[config.mk]
export PLATFORM = sky130hd
export DESIGN_NAME = ysyx_22041412_mdu_flat
export DESIGN_NICKNAME = d
export VERILOG_FILES = /design/src/rtl/ysyx_22041412_mdu_pkg.sv /design/src/rtl/ysyx_22041412_mdu_if.sv /design/src/rtl/ysyx_22041412_mdu_div.sv /design/src/rtl/ysyx_22041412_mdu.sv /design/src/flat_wrapper.sv
export SDC_FILE = /design/constraint.sdc
export NUM_CORES = 2
export LEC_CHECK = 0
export ABC_AREA = 0
export BUFFER_PORTS_ARGS = -buffer_cell sky130_fd_sc_hd__buf_2
export CORE_MARGIN = 2
export CORE_UTILIZATION = 50
export DETAILED_ROUTE_END_ITERATION = 12
export HOLD_SLACK_MARGIN = 0.03
export PLACE_DENSITY = 0.75
export SLEW_MARGIN = 20
export SYNTH_ARGS = -nofsm -noshare
export SYNTH_HDL_FRONTEND = slang
export SYNTH_SLANG_ARGS = --single-unit
[constraint.sdc]
create_clock -name clk -period 34.5 [get_ports clk]
set_input_delay 8.625 -clock clk [delete_from_list [all_inputs] [get_ports clk]]
set_output_delay 8.625 -clock clk [all_outputs]
set_load 0.02 [all_outputs]
[src/rtl/ysyx_22041412_mdu_pkg.sv]
// Shared definitions for the RV64M multiply/divide unit.
//   - funct3 encodings of the M-extension operations
//   - FSM state type
//   - sext32: sign-extend a 32-bit value to 64 bits
package ysyx_22041412_mdu_pkg;

  localparam logic [2:0] MDU_MUL    = 3'b000;
  localparam logic [2:0] MDU_MULH   = 3'b001;
  localparam logic [2:0] MDU_MULHSU = 3'b010;
  localparam logic [2:0] MDU_MULHU  = 3'b011;
  localparam logic [2:0] MDU_DIV    = 3'b100;
  localparam logic [2:0] MDU_DIVU   = 3'b101;
  localparam logic [2:0] MDU_REM    = 3'b110;
  localparam logic [2:0] MDU_REMU   = 3'b111;

  typedef enum logic [1:0] {
    StIdle,
    StMul,
    StDiv,
    StDone
  } mdu_state_e;

  function automatic logic [63:0] sext32(input logic [31:0] v);
    return {{32{v[31]}}, v};
  endfunction

endpackage

[src/rtl/ysyx_22041412_mdu_if.sv]
// Request/response bundle of the multiply/divide unit.
//   master: the EXU side, drives requests, flush and out_ready
//   slave : the MDU, drives in_ready, out_valid, result and busy
interface ysyx_22041412_mdu_if #(
  parameter int unsigned XLEN = 64
);
  logic            in_valid;
  logic            in_ready;
  logic [2:0]      func3;
  logic            rv64w;
  logic [XLEN-1:0] rs1;
  logic [XLEN-1:0] rs2;
  logic            flush;
  logic            out_valid;
  logic            out_ready;
  logic [XLEN-1:0] result;
  logic            busy;

  modport master (
    output in_valid, func3, rv64w, rs1, rs2, flush, out_ready,
    input  in_ready, out_valid, result, busy
  );

  modport slave (
    input  in_valid, func3, rv64w, rs1, rs2, flush, out_ready,
    output in_ready, out_valid, result, busy
  );
endinterface

[src/rtl/ysyx_22041412_mdu_div.sv]
// Restoring divider on unsigned magnitudes, one quotient bit per cycle.
// Ports:
//   clk, rst_n          clock, async active-low reset
//   flush               abandon the running division
//   start               load operands and begin (one-cycle pulse)
//   is_w                32-bit division (32 iterations) instead of XLEN
//   dividend, divisor   unsigned magnitudes; upper half zero when is_w
//   quotient, remainder magnitudes after the current step; final when done=1
//   done                high in the cycle whose closing edge retires the last bit
module ysyx_22041412_mdu_div #(
  parameter int unsigned XLEN = 64
) (
  input  logic            clk,
  input  logic            rst_n,
  input  logic            flush,
  input  logic            start,
  input  logic            is_w,
  input  logic [XLEN-1:0] dividend,
  input  logic [XLEN-1:0] divisor,
  output logic [XLEN-1:0] quotient,
  output logic [XLEN-1:0] remainder,
  output logic            done
);

  localparam int unsigned CntW = $clog2(XLEN);

  logic            active_q;
  logic            is_w_q;
  logic [CntW-1:0] cnt_q;
  logic [XLEN-1:0] rem_q;
  logic [XLEN-1:0] quo_q;  // dividend bits shift out the top, quotient bits in at the bottom
  logic [XLEN-1:0] dsr_q;

  logic [XLEN:0]   rem_shift;
  logic [XLEN:0]   trial;
  logic            ge;
  logic [XLEN-1:0] rem_next;
  logic [XLEN-1:0] quo_next;

  always_comb begin
    rem_shift = {rem_q, quo_q[XLEN-1]};
    trial     = rem_shift - {1'b0, dsr_q};
    ge        = ~trial[XLEN];
    rem_next  = ge ? trial[XLEN-1:0] : rem_shift[XLEN-1:0];
    quo_next  = {quo_q[XLEN-2:0], ge};
  end

  assign quotient  = quo_next;
  assign remainder = rem_next;
  assign done      = active_q && (cnt_q == (is_w_q ? CntW'(31) : CntW'(XLEN - 1)));

  always_ff @(posedge clk or negedge rst_n) begin
    if (!rst_n) begin
      active_q <= 1'b0;
      is_w_q   <= 1'b0;
      cnt_q    <= '0;
      rem_q    <= '0;
      quo_q    <= '0;
      dsr_q    <= '0;
    end else if (flush) begin
      active_q <= 1'b0;
      cnt_q    <= '0;
    end else if (start) begin
      active_q <= 1'b1;
      is_w_q   <= is_w;
      cnt_q    <= '0;
      rem_q    <= '0;
      // W divides align the 32-bit dividend to the top so its MSB shifts out first
      quo_q    <= is_w ? (dividend << (XLEN - 32)) : dividend;
      dsr_q    <= divisor;
    end else if (active_q) begin
      rem_q <= rem_next;
      quo_q <= quo_next;
      cnt_q <= cnt_q + CntW'(1);
      if (done) begin
        active_q <= 1'b0;
      end
    end
  end

endmodule

[src/rtl/ysyx_22041412_mdu.sv]
// Multi-cycle RV64M multiply/divide unit.
// Ports:
//   clk, rst_n  clock, async active-low reset
//   bus         slave side of ysyx_22041412_mdu_if: request handshake
//               (in_valid/in_ready, func3, rv64w, rs1, rs2), flush,
//               result handshake (out_valid/out_ready, result) and busy.
// Multiplication is an iterative shift-add on magnitudes, MUL_BPC bits per
// cycle; division uses ysyx_22041412_mdu_div. Sign fixup happens here on
// the final compute edge so the result lands in DONE on that same edge.
// XLEN must be 64 whenever W operations are issued.
module ysyx_22041412_mdu
  import ysyx_22041412_mdu_pkg::*;
#(
  parameter int unsigned XLEN    = 64,
  parameter int unsigned MUL_BPC = 4
) (
  input logic                clk,
  input logic                rst_n,
  ysyx_22041412_mdu_if.slave bus
);

  localparam int unsigned     CntW     = $clog2(XLEN);
  localparam logic [CntW-1:0] MulLast  = CntW'(XLEN / MUL_BPC - 1);
  localparam logic [CntW-1:0] MulLastW = CntW'(32 / MUL_BPC - 1);

  mdu_state_e      state_q;
  logic            in_ready_q;
  logic            out_valid_q;
  logic            busy_q;
  logic [XLEN-1:0] result_q;

  // Latched operation context
  logic              op_w_q;
  logic              op_hi_q;
  logic              op_rem_q;
  logic              neg_q;
  logic              rem_neg_q;
  logic [2*XLEN-1:0] mcand_q;
  logic [XLEN-1:0]   mplier_q;
  logic [2*XLEN-1:0] prod_q;
  logic [CntW-1:0]   cnt_q;

  // ---------------------------------------------------------------------------
  // Request decode (valid while a request sits on the bus in IDLE)
  // ---------------------------------------------------------------------------
  logic            op_div;
  logic            op_rem;
  logic            op_hi;
  logic            s1;
  logic            s2;
  logic            illegal;
  logic [XLEN-1:0] a_ext;
  logic [XLEN-1:0] b_ext;
  logic            a_neg;
  logic            b_neg;
  logic [XLEN-1:0] a_mag;
  logic [XLEN-1:0] b_mag;
  logic [XLEN-1:0] min_val;
  logic [XLEN-1:0] rem_src;
  logic            div_zero;
  logic            div_ovf;
  logic            special;
  logic [XLEN-1:0] special_res;
  logic            accept;

  always_comb begin
    op_div  = bus.func3 inside {MDU_DIV, MDU_DIVU, MDU_REM, MDU_REMU};
    op_rem  = bus.func3 inside {MDU_REM, MDU_REMU};
    op_hi   = bus.func3 != MDU_MUL;
    illegal = bus.rv64w && (bus.func3 inside {MDU_MULH, MDU_MULHSU, MDU_MULHU});
    if (op_div) begin
      s1 = bus.func3 inside {MDU_DIV, MDU_REM};
      s2 = s1;
    end else begin
      s1 = bus.func3 != MDU_MULHU;
      s2 = bus.func3 inside {MDU_MUL, MDU_MULH};
    end

    if (bus.rv64w) begin
      a_ext   = s1 ? XLEN'(sext32(bus.rs1[31:0])) : XLEN'({32'b0, bus.rs1[31:0]});
      b_ext   = s2 ? XLEN'(sext32(bus.rs2[31:0])) : XLEN'({32'b0, bus.rs2[31:0]});
      min_val = XLEN'(sext32(32'h8000_0000));
      rem_src = XLEN'(sext32(bus.rs1[31:0]));
    end else begin
      a_ext   = bus.rs1;
      b_ext   = bus.rs2;
      min_val = {1'b1, {(XLEN - 1){1'b0}}};
      rem_src = bus.rs1;
    end

    a_neg = s1 && a_ext[XLEN-1];
    b_neg = s2 && b_ext[XLEN-1];
    a_mag = a_neg ? -a_ext : a_ext;
    b_mag = b_neg ? -b_ext : b_ext;

    div_zero = op_div && (b_ext == '0);
    div_ovf  = op_div && s1 && (a_ext == min_val) && (b_ext == '1);
    special  = illegal || div_zero || div_ovf;

    if (illegal) begin
      special_res = '0;
    end else if (div_zero) begin
      special_res = op_rem ? rem_src : '1;
    end else begin
      special_res = op_rem ? '0 : a_ext;
    end
  end

  assign accept = (state_q == StIdle) && bus.in_valid && !bus.flush;

  // ---------------------------------------------------------------------------
  // Multiplier step and fixup
  // ---------------------------------------------------------------------------
  logic [2*XLEN-1:0] partial;
  logic [2*XLEN-1:0] prod_next;
  logic [2*XLEN-1:0] prod_signed;
  logic              mul_last;
  logic [XLEN-1:0]   mul_res;

  always_comb begin
    partial = '0;
    for (int unsigned i = 0; i < MUL_BPC; i++) begin
      if (mplier_q[i]) begin
        partial = partial + (mcand_q << i);
      end
    end
    prod_next   = prod_q + partial;
    prod_signed = neg_q ? -prod_next : prod_next;
    mul_last    = cnt_q == (op_w_q ? MulLastW : MulLast);
    if (op_hi_q) begin
      mul_res = prod_signed[2*XLEN-1:XLEN];
    end else if (op_w_q) begin
      mul_res = XLEN'(sext32(prod_signed[31:0]));
    end else begin
      mul_res = prod_signed[XLEN-1:0];
    end
  end

  // ---------------------------------------------------------------------------
  // Divider and fixup
  // ---------------------------------------------------------------------------
  logic            div_done;
  logic [XLEN-1:0] div_quo;
  logic [XLEN-1:0] div_rem;
  logic [XLEN-1:0] quo_fix;
  logic [XLEN-1:0] rem_fix;
  logic [XLEN-1:0] div_sel;
  logic [XLEN-1:0] div_res;

  ysyx_22041412_mdu_div #(
    .XLEN(XLEN)
  ) u_div (
    .clk      (clk),
    .rst_n    (rst_n),
    .flush    (bus.flush),
    .start    (accept && op_div && !special),
    .is_w     (bus.rv64w),
    .dividend (a_mag),
    .divisor  (b_mag),
    .quotient (div_quo),
    .remainder(div_rem),
    .done     (div_done)
  );

  always_comb begin
    quo_fix = neg_q ? -div_quo : div_quo;
    rem_fix = rem_neg_q ? -div_rem : div_rem;
    div_sel = op_rem_q ? rem_fix : quo_fix;
    div_res = op_w_q ? XLEN'(sext32(div_sel[31:0])) : div_sel;
  end

  // ---------------------------------------------------------------------------
  // Operand / accumulator registers
  // ---------------------------------------------------------------------------
  always_ff @(posedge clk or negedge rst_n) begin
    if (!rst_n) begin
      op_w_q    <= 1'b0;
      op_hi_q   <= 1'b0;
      op_rem_q  <= 1'b0;
      neg_q     <= 1'b0;
      rem_neg_q <= 1'b0;
      mcand_q   <= '0;
      mplier_q  <= '0;
      prod_q    <= '0;
      cnt_q     <= '0;
    end else if (accept) begin
      op_w_q    <= bus.rv64w;
      op_hi_q   <= op_hi;
      op_rem_q  <= op_rem;
      neg_q     <= a_neg ^ b_neg;
      rem_neg_q <= a_neg;
      mcand_q   <= {{XLEN{1'b0}}, a_mag};
      mplier_q  <= b_mag;
      prod_q    <= '0;
      cnt_q     <= '0;
    end else if (state_q == StMul) begin
      prod_q   <= prod_next;
      mcand_q  <= mcand_q << MUL_BPC;
      mplier_q <= mplier_q >> MUL_BPC;
      cnt_q    <= cnt_q + CntW'(1);
    end
  end

  // ---------------------------------------------------------------------------
  // Control FSM with registered outputs
  // ---------------------------------------------------------------------------
  always_ff @(posedge clk or negedge rst_n) begin
    if (!rst_n) begin
      state_q     <= StIdle;
      in_ready_q  <= 1'b1;
      out_valid_q <= 1'b0;
      busy_q      <= 1'b0;
      result_q    <= '0;
    end else if (bus.flush) begin
      state_q     <= StIdle;
      in_ready_q  <= 1'b1;
      out_valid_q <= 1'b0;
      busy_q      <= 1'b0;
    end else begin
      unique case (state_q)
        StIdle: begin
          if (bus.in_valid) begin
            in_ready_q <= 1'b0;
            busy_q     <= 1'b1;
            if (special) begin
              state_q     <= StDone;
              result_q    <= special_res;
              out_valid_q <= 1'b1;
            end else if (op_div) begin
              state_q <= StDiv;
            end else begin
              state_q <= StMul;
            end
          end
        end
        StMul: begin
          if (mul_last) begin
            state_q     <= StDone;
            result_q    <= mul_res;
            out_valid_q <= 1'b1;
          end
        end
        StDiv: begin
          if (div_done) begin
            state_q     <= StDone;
            result_q    <= div_res;
            out_valid_q <= 1'b1;
          end
        end
        StDone: begin
          if (bus.out_ready) begin
            state_q     <= StIdle;
            out_valid_q <= 1'b0;
            in_ready_q  <= 1'b1;
            busy_q      <= 1'b0;
          end
        end
        default: state_q <= StIdle;
      endcase
    end
  end

  assign bus.in_ready  = in_ready_q;
  assign bus.out_valid = out_valid_q;
  assign bus.busy      = busy_q;
  assign bus.result    = result_q;

endmodule

[src/flat_wrapper.sv]
// flat-port wrapper written by rule: the top's interface ports become plain ports
module ysyx_22041412_mdu_flat import ysyx_22041412_mdu_pkg::*;
#(
  parameter int unsigned XLEN    = 64,
  parameter int unsigned MUL_BPC = 4
)
  (clk, rst_n, bus_in_valid, bus_func3, bus_rv64w, bus_rs1, bus_rs2, bus_flush, bus_out_ready, bus_in_ready, bus_out_valid, bus_result, bus_busy);
  ysyx_22041412_mdu_if #(.XLEN(XLEN)) bus_i ();
  input logic clk;
  input logic rst_n;
  input wire logic [$bits(bus_i.in_valid)-1:0] bus_in_valid;
  input wire logic [$bits(bus_i.func3)-1:0] bus_func3;
  input wire logic [$bits(bus_i.rv64w)-1:0] bus_rv64w;
  input wire logic [$bits(bus_i.rs1)-1:0] bus_rs1;
  input wire logic [$bits(bus_i.rs2)-1:0] bus_rs2;
  input wire logic [$bits(bus_i.flush)-1:0] bus_flush;
  input wire logic [$bits(bus_i.out_ready)-1:0] bus_out_ready;
  output wire logic [$bits(bus_i.in_ready)-1:0] bus_in_ready;
  output wire logic [$bits(bus_i.out_valid)-1:0] bus_out_valid;
  output wire logic [$bits(bus_i.result)-1:0] bus_result;
  output wire logic [$bits(bus_i.busy)-1:0] bus_busy;
  assign bus_i.in_valid = bus_in_valid;
  assign bus_i.func3 = bus_func3;
  assign bus_i.rv64w = bus_rv64w;
  assign bus_i.rs1 = bus_rs1;
  assign bus_i.rs2 = bus_rs2;
  assign bus_i.flush = bus_flush;
  assign bus_i.out_ready = bus_out_ready;
  assign bus_in_ready = bus_i.in_ready;
  assign bus_out_valid = bus_i.out_valid;
  assign bus_result = bus_i.result;
  assign bus_busy = bus_i.busy;
  ysyx_22041412_mdu #(.XLEN(XLEN), .MUL_BPC(MUL_BPC)) u_core (.clk(clk), .rst_n(rst_n), .bus(bus_i));
endmodule
# [Word level (Yosys, flattened, before mapping)]
# Cells that the tools add are included.
[op_classes] n_addsub=12 eq_ne=24 n_mux=75 n_bitwise=3 n_reduce_logical=36
[ops] operator="64-bit 2-to-1 mux" count=29
[ops] operator="128-bit 2-to-1 mux" count=9
[ops] operator="128-bit adder" count=4
[ops] operator="64-bit negator" count=4
[ops] operator="64-bit one-hot mux with 3 select lines" count=1
[ops] operator="128-bit negator" count=1
[ops] operator="65-bit by 64-bit subtractor with 65-bit output" count=1
[ops] operator="64-bit equality test" count=1
[ops] operator="64-bit equality test (second input constant)" count=1
[ops] operator="64-bit logical NOT" count=1
[ops] operator="63-bit 2-to-1 mux" count=1
[ops] operator="6-bit 2-to-1 mux" count=6
[ops] operator="1-bit 2-to-1 mux" count=17
[ops] operator="3-bit nonzero test" count=5
[ops] operator="2-bit 2-to-1 mux" count=7
[ops] operator="6-bit by 1-bit adder with 6-bit output (second input constant)" count=2
[ops] operator="3-bit equality test (second input constant)" count=4
[ops] operator="6-bit equality test" count=2
[ops] operator="1-bit logical AND" count=12
[ops] operator="3-bit by 2-bit inequality test with 1-bit output (second input constant)" count=4
[ops] operator="2-bit nonzero test" count=5
[ops] operator="2-bit one-hot mux with 4 select lines" count=1
[ops] operator="3-bit by 2-bit equality test with 1-bit output (second input constant)" count=2
[ops] operator="2-bit by 1-bit inequality test with 1-bit output (second input constant)" count=3
[ops] operator="20 further kinds" count=27
[word_totals] ff_bits=600 inputBits=137 output_inout_bits=67 elab_cells=170

# [Logic depth before layout (Yosys ltp)]
[logic_depth] word_depth=14 mapped_depth=83 mapped_depth_nobuf=72

# [Modules after synthesis]
# Synthesis repeated with hierarchy kept, for this count alone.
[unflattened] hier_cells=11220 hier_area_um2=81177.9
[by_module_without_submodules] mod="ysyx_22041412_mdu" instances=1 cells_per_inst=9556 area_each_um2=67473.5 seq_area_each_um2=10010.9
[by_module_without_submodules] mod="ysyx_22041412_mdu_div" instances=1 cells_per_inst=1664 area_each_um2=13704.4 seq_area_each_um2=5004.8

# [Worst setup path after synthesis]
# Ideal clock, no wire load.
[synth_timing] kind="reg-to-reg" from="register u_core.mplier_q[0]" to="register u_core.result_q[62] (netlist: u_core.bus.result[62])" setup_ps=124 arrival_time_ps=14882 t_required_ps=34376 path_slack_ps=19494 path_stages_with_launch=75 path_buffers=12 synth_period_minus_slack_ps=15006 cell_sequence="dfrtp_1 -> buf_2 -> buf_2 -> buf_2 -> buf_2 -> buf_2 -> buf_2 -> clkbuf_1 -> clkbuf_1 -> clkbuf_1 -> clkbuf_1 -> clkbuf_1 -> and2_1 -> ha_1 -> a21oi_1 -> o221ai_1 -> a21oi_1 -> o22ai_1 -> (+39 left out) -> ha_1 -> a21o_1 -> a21o_1 -> a21oi_1 -> inv_1 -> a21o_1 -> a21oi_1 -> o21ai_0 -> a21oi_1 -> o41ai_1 -> xnor2_1 -> or4_1 -> nand4b_1 -> nand4bb_1 -> o41ai_1 -> xor2_1 -> nor2_1 -> o31a_1"
[synth_via] elab_chain_cells=14
[synth_rtl] item="start, declared" line_no="ysyx_22041412_mdu.sv:39" text="logic [XLEN-1:0] mplier_q;"
[synth_rtl] item="start signal, assigned" line_no="ysyx_22041412_mdu.sv:193" text="mplier_q <= b_mag;"
[synth_rtl] item="start signal, assigned" line_no="ysyx_22041412_mdu.sv:199" text="mplier_q <= mplier_q >> MUL_BPC;"
[synth_rtl] item="128-bit 2-to-1 mux *" line_no="ysyx_22041412_mdu.sv:123" text="if (mplier_q[i]) begin"
[synth_rtl] item="128-bit adder" line_no="ysyx_22041412_mdu.sv:124" text="partial = partial + (mcand_q << i);"
[synth_rtl] item="128-bit 2-to-1 mux *" line_no="ysyx_22041412_mdu.sv:123"
[synth_rtl] item="128-bit adder" line_no="ysyx_22041412_mdu.sv:124"
[synth_rtl] item="128-bit 2-to-1 mux *" line_no="ysyx_22041412_mdu.sv:123"
[synth_rtl] item="128-bit adder" line_no="ysyx_22041412_mdu.sv:124"
[synth_rtl] item="128-bit 2-to-1 mux *" line_no="ysyx_22041412_mdu.sv:123"
[synth_rtl] item="128-bit adder *" line_no="ysyx_22041412_mdu.sv:127" text="prod_next = prod_q + partial;"
[synth_rtl] item="128-bit negator" line_no="ysyx_22041412_mdu.sv:128" text="prod_signed = neg_q ? -prod_next : prod_next;"
[synth_rtl] item="128-bit 2-to-1 mux *" line_no="ysyx_22041412_mdu.sv:128"
[synth_rtl] item="64-bit 2-to-1 mux" line_no="ysyx_22041412_mdu.sv:132" text="end else if (op_w_q) begin"
[synth_rtl] item="64-bit 2-to-1 mux *" line_no="ysyx_22041412_mdu.sv:130" text="if (op_hi_q) begin"
[synth_rtl] item="64-bit 2-to-1 mux *" line_no="ysyx_22041412_mdu.sv:237" text="if (mul_last) begin"
[synth_rtl] item="64-bit one-hot mux with 3 select lines *" line_no="ysyx_22041412_mdu.sv:220" text="unique case (state_q)"
[synth_rtl] item="end signal, assigned" line_no="ysyx_22041412_mdu.sv:227" text="result_q <= special_res;"
[synth_rtl] item="end signal, assigned" line_no="ysyx_22041412_mdu.sv:239" text="result_q <= mul_res;"
[synth_rtl] item="end signal, assigned" line_no="ysyx_22041412_mdu.sv:246" text="result_q <= div_res;"
[synth_rtl] item="end, declared" line_no="ysyx_22041412_mdu.sv:30" text="logic [XLEN-1:0] result_q;"
# Every way passes the cells marked *; elsewhere a longest branch is shown, timed or not. The select of a mux whose other input is x is not followed.
# A chain may end at the register's enable or synchronous reset.

# [Final worst setup path]
# Ends and elaborated chain as after synthesis.

==> results.txt <==
crit end category: flip-flop
max-cap violations: 0
stages on the worst setup path: 61
DP HPWL: 303000 um
Clock Sink Count: 600
Worst EP required: 35.12 ns
I/O Buffers: 203
Pins Over Slew Limit: 0
end of the worst register-to-register path: u_core.bus.result[62]
clock slew at the register clock pins of the worst setup and hold paths: 0.06 ns
M3 GR Usage: 0.101
Fin Setup TNS: 0 ns
Synth-to-Final Area Change: 6.77%
worst r2r path cells: 61
clock latency on the worst-skew pair: 0.79 ns
asr flop ratio synth: 1.00
DR vias: 91200
initial DRC count: 11500
critical path arrival: 18.61 ns
most used routing layer: met2
vias in the first global route: 84400
Critical Path Fanout Max: 69
Initial Util: 0.503
Final setup viols: 0
quantity of hold-fixing buffers added after cts: 0
RSZ-0062 raised after global routing: no
post_cts resized: 0
Worst R2R Start: u_core.mplier_q[0]
worst path bufs/invs: 3
final-stage net count: 11900
core area: 162000 sq um
Congestion Overflow GR: 0
final worst path period share: 0.522
Layout Skew: 0.0799 ns
synth top area cells: dfrtp_1 (18%), ha_1 (8.8%), a21oi_1 (7.7%)
Top FF cell, synth: dfrtp_1
syn avg cell area: 7.17 sq um
number of buffers created by CTS: 81
share of cells above drive strength 1: 0.0741
FF+latch count, synth: 600
synthesized instance count: 11400
met1 GRT Util: 0.551
Syn. warnings: 0
drt first pass iters: 7
actual slew at the worst max-slew pin: 1.37 ns
worst-case clock buffer depth: 3
Commonest cells post-synth: a21oi_1 (1261), nand2_1 (1253), nor2_1 (1136)
Die Y: 408 um
most used cell along the critical path: a21oi_1
largest net degree at the start of global routing: 166
r2r setup slk: 16.51 ns
Total Wirelength: 382000 um
top cell type's share of synthesized area: 0.184
Crit. Startpoint: u_core.mplier_q[0]
routed wire length per instance: 28.5 um
H-tree depth: 3
Rows: 148
post-synthesis sequential area ratio: 0.184
RD Place Congestion: 1.10
Max Clock Freq: 0.0556 GHz
vias per inst: 6.81
Root Driver: clkbuf_16
outcome: complete, no violations
grt met2 use: 0.671
Synth Cell Area: 81700 sq um
Post-synth EDFFs: 0
full die area: 167000 sq um
Worst path slowest cell: dfrtp_4
most instantiated library cell after synthesis: a21oi_1
CTS tree: built
relative slew slack: 0.0797
GRT Overall Usage: 0.439
remaining antenna violation count: 0
library cells used by synthesis: 112
drt drc: 0
initial antenna violation count: 38
Hold Path Class: reg -> reg
Final Hold Viols: 0
family with the most delay on the worst path: compound AO/OA/AOI/OAI gates
post-synth top area cell: dfrtp_1
fin crit period: 17.99 ns
Ports: 204
Setup CP Type: reg -> reg
CP max stage delay: 0.88 ns
crit path launch type: flip-flop
crit path capture: u_core.bus.result[62]
Die Wd: 408 um
Setup Buffers After CTS: 0
Post-Syn Nets: 12100
first-pass GRT wire length: 557000 um
==> cells by family after synthesis <==
family          count (synthesis)  share of synthesized area
compound gates               3913                      0.300
xor+xnor                      841                     0.0902
fa+ha+maj                     578                     0.0890
buf+inv                      1046                     0.0488
flops                         600                      0.184
mux                           475                     0.0606
simple gates                 3941                      0.227
==> state kept, by name (all words and copies together), names as in the netlist <==
name and count:
u_core.bus.busy 1, u_core.bus.in_ready 1, u_core.bus.out_valid 1, u_core.bus.result 64, u_core.cnt_q 6, u_core.mcand_q 128, u_core.mplier_q 64, u_core.neg_q 1
u_core.op_hi_q 1, u_core.op_rem_q 1, u_core.op_w_q 1, u_core.prod_q 128, u_core.rem_neg_q 1, u_core.state_q 2, u_core.u_div.active_q 1, u_core.u_div.cnt_q 6
u_core.u_div.dsr_q 64, u_core.u_div.is_w_q 1, u_core.u_div.quo_q 64, u_core.u_div.rem_q 64
==> cells in the final DEF (no fill, tap or decap), types with 28 or more instances in the layout <==
cell,synthesis,layout
o221ai_1,35,35
clkbuf_16,0,81
o31ai_1,147,147
o21a_1,88,88
o22ai_1,79,79
a21o_1,412,412
or4_1,35,35
nand2_1,1253,1252
a21oi_1,1261,1258
nor2_1,1136,1131
a211oi_1,126,124
a21boi_0,39,39
nor3_1,216,214
inv_1,344,343
mux2i_1,322,322
mux2_2,153,153
nand2b_1,94,94
nand4_1,212,212
nand3_1,217,217
nor4_1,97,96
ha_1,573,572
buf_2,32,201
a221oi_1,47,45
or3_1,115,115
nand3b_1,30,30
o211ai_1,109,109
o21bai_1,147,147
and3_1,81,81
o41ai_1,41,40
and2_1,126,126
xnor2_1,459,459
dfrtp_1,599,592
nor2b_1,149,148
a31oi_1,136,136
xor2_1,382,382
o21ai_0,869,861
or2_2,54,53
buf_4,0,152
o21ai_1,23,28
==> worst min-delay path by stage <==
stage,endpoint,startpoint,slack [ns],depth (start not counted)
2_1_floorplan,u_core.u_div.dsr_q[41],u_core.u_div.dsr_q[41],0.45,2
5_1_grt,u_core.bus.result[17],u_core.bus.result[17],0.52,2
4_1_cts,u_core.bus.result[24],u_core.bus.result[24],0.48,2
3_3_place_gp,u_core.bus.result[24],u_core.bus.result[24],0.46,2
3_5_place_dp,u_core.bus.result[24],u_core.bus.result[24],0.47,2
6_report,u_core.bus.result[4],u_core.bus.result[4],0.48,2
==> tightest hold or removal path, stage by stage (launching register included) <==
cell	delay [ns]
dfrtp_1	0.34
nand2_1	0.04
o21ai_0	0.06
==> layout make-up <==
| class | instances | area [sq um] |
|---|---|---|
| fill | 16000 | 75200 |
| multi-input combinational | 9748 | 62800 |
| sequential | 600 | 15000 |
| tap | 2175 | 2720 |
| timing repair buffer | 362 | 2300 |
| clock buffer | 103 | 2260 |
| inverter | 350 | 1310 |
| clock inverter | 43 | 679 |
| antenna | 21 | 52.6 |
==> metrics by stage <==
step	instances	util	instance area, sq um	hold slack, ns	setup slack, ns
final	13400	0.537	87200	0.481	16.51
after global routing	13400	0.537	87100	0.515	15.53
after CTS	13400	0.536	87000	0.482	17.02
after detailed placement	13200	0.518	84100	0.468	17.34
after global placement	13200	0.517	84000	0.462	17.10
after floorplan	11400	-	81700	0.450	19.49
==> metal layers <==
layer / vias up / part of all wire
met5: - / 0.00046
met4: 26 / 0.081
met3: 1144 / 0.099
met2: 5216 / 0.43
met1: 43700 / 0.39
li1: 41200 / -
Power is not shown: default switching activity piles up to over one toggle a cycle in this logic, so the estimate is an artifact.
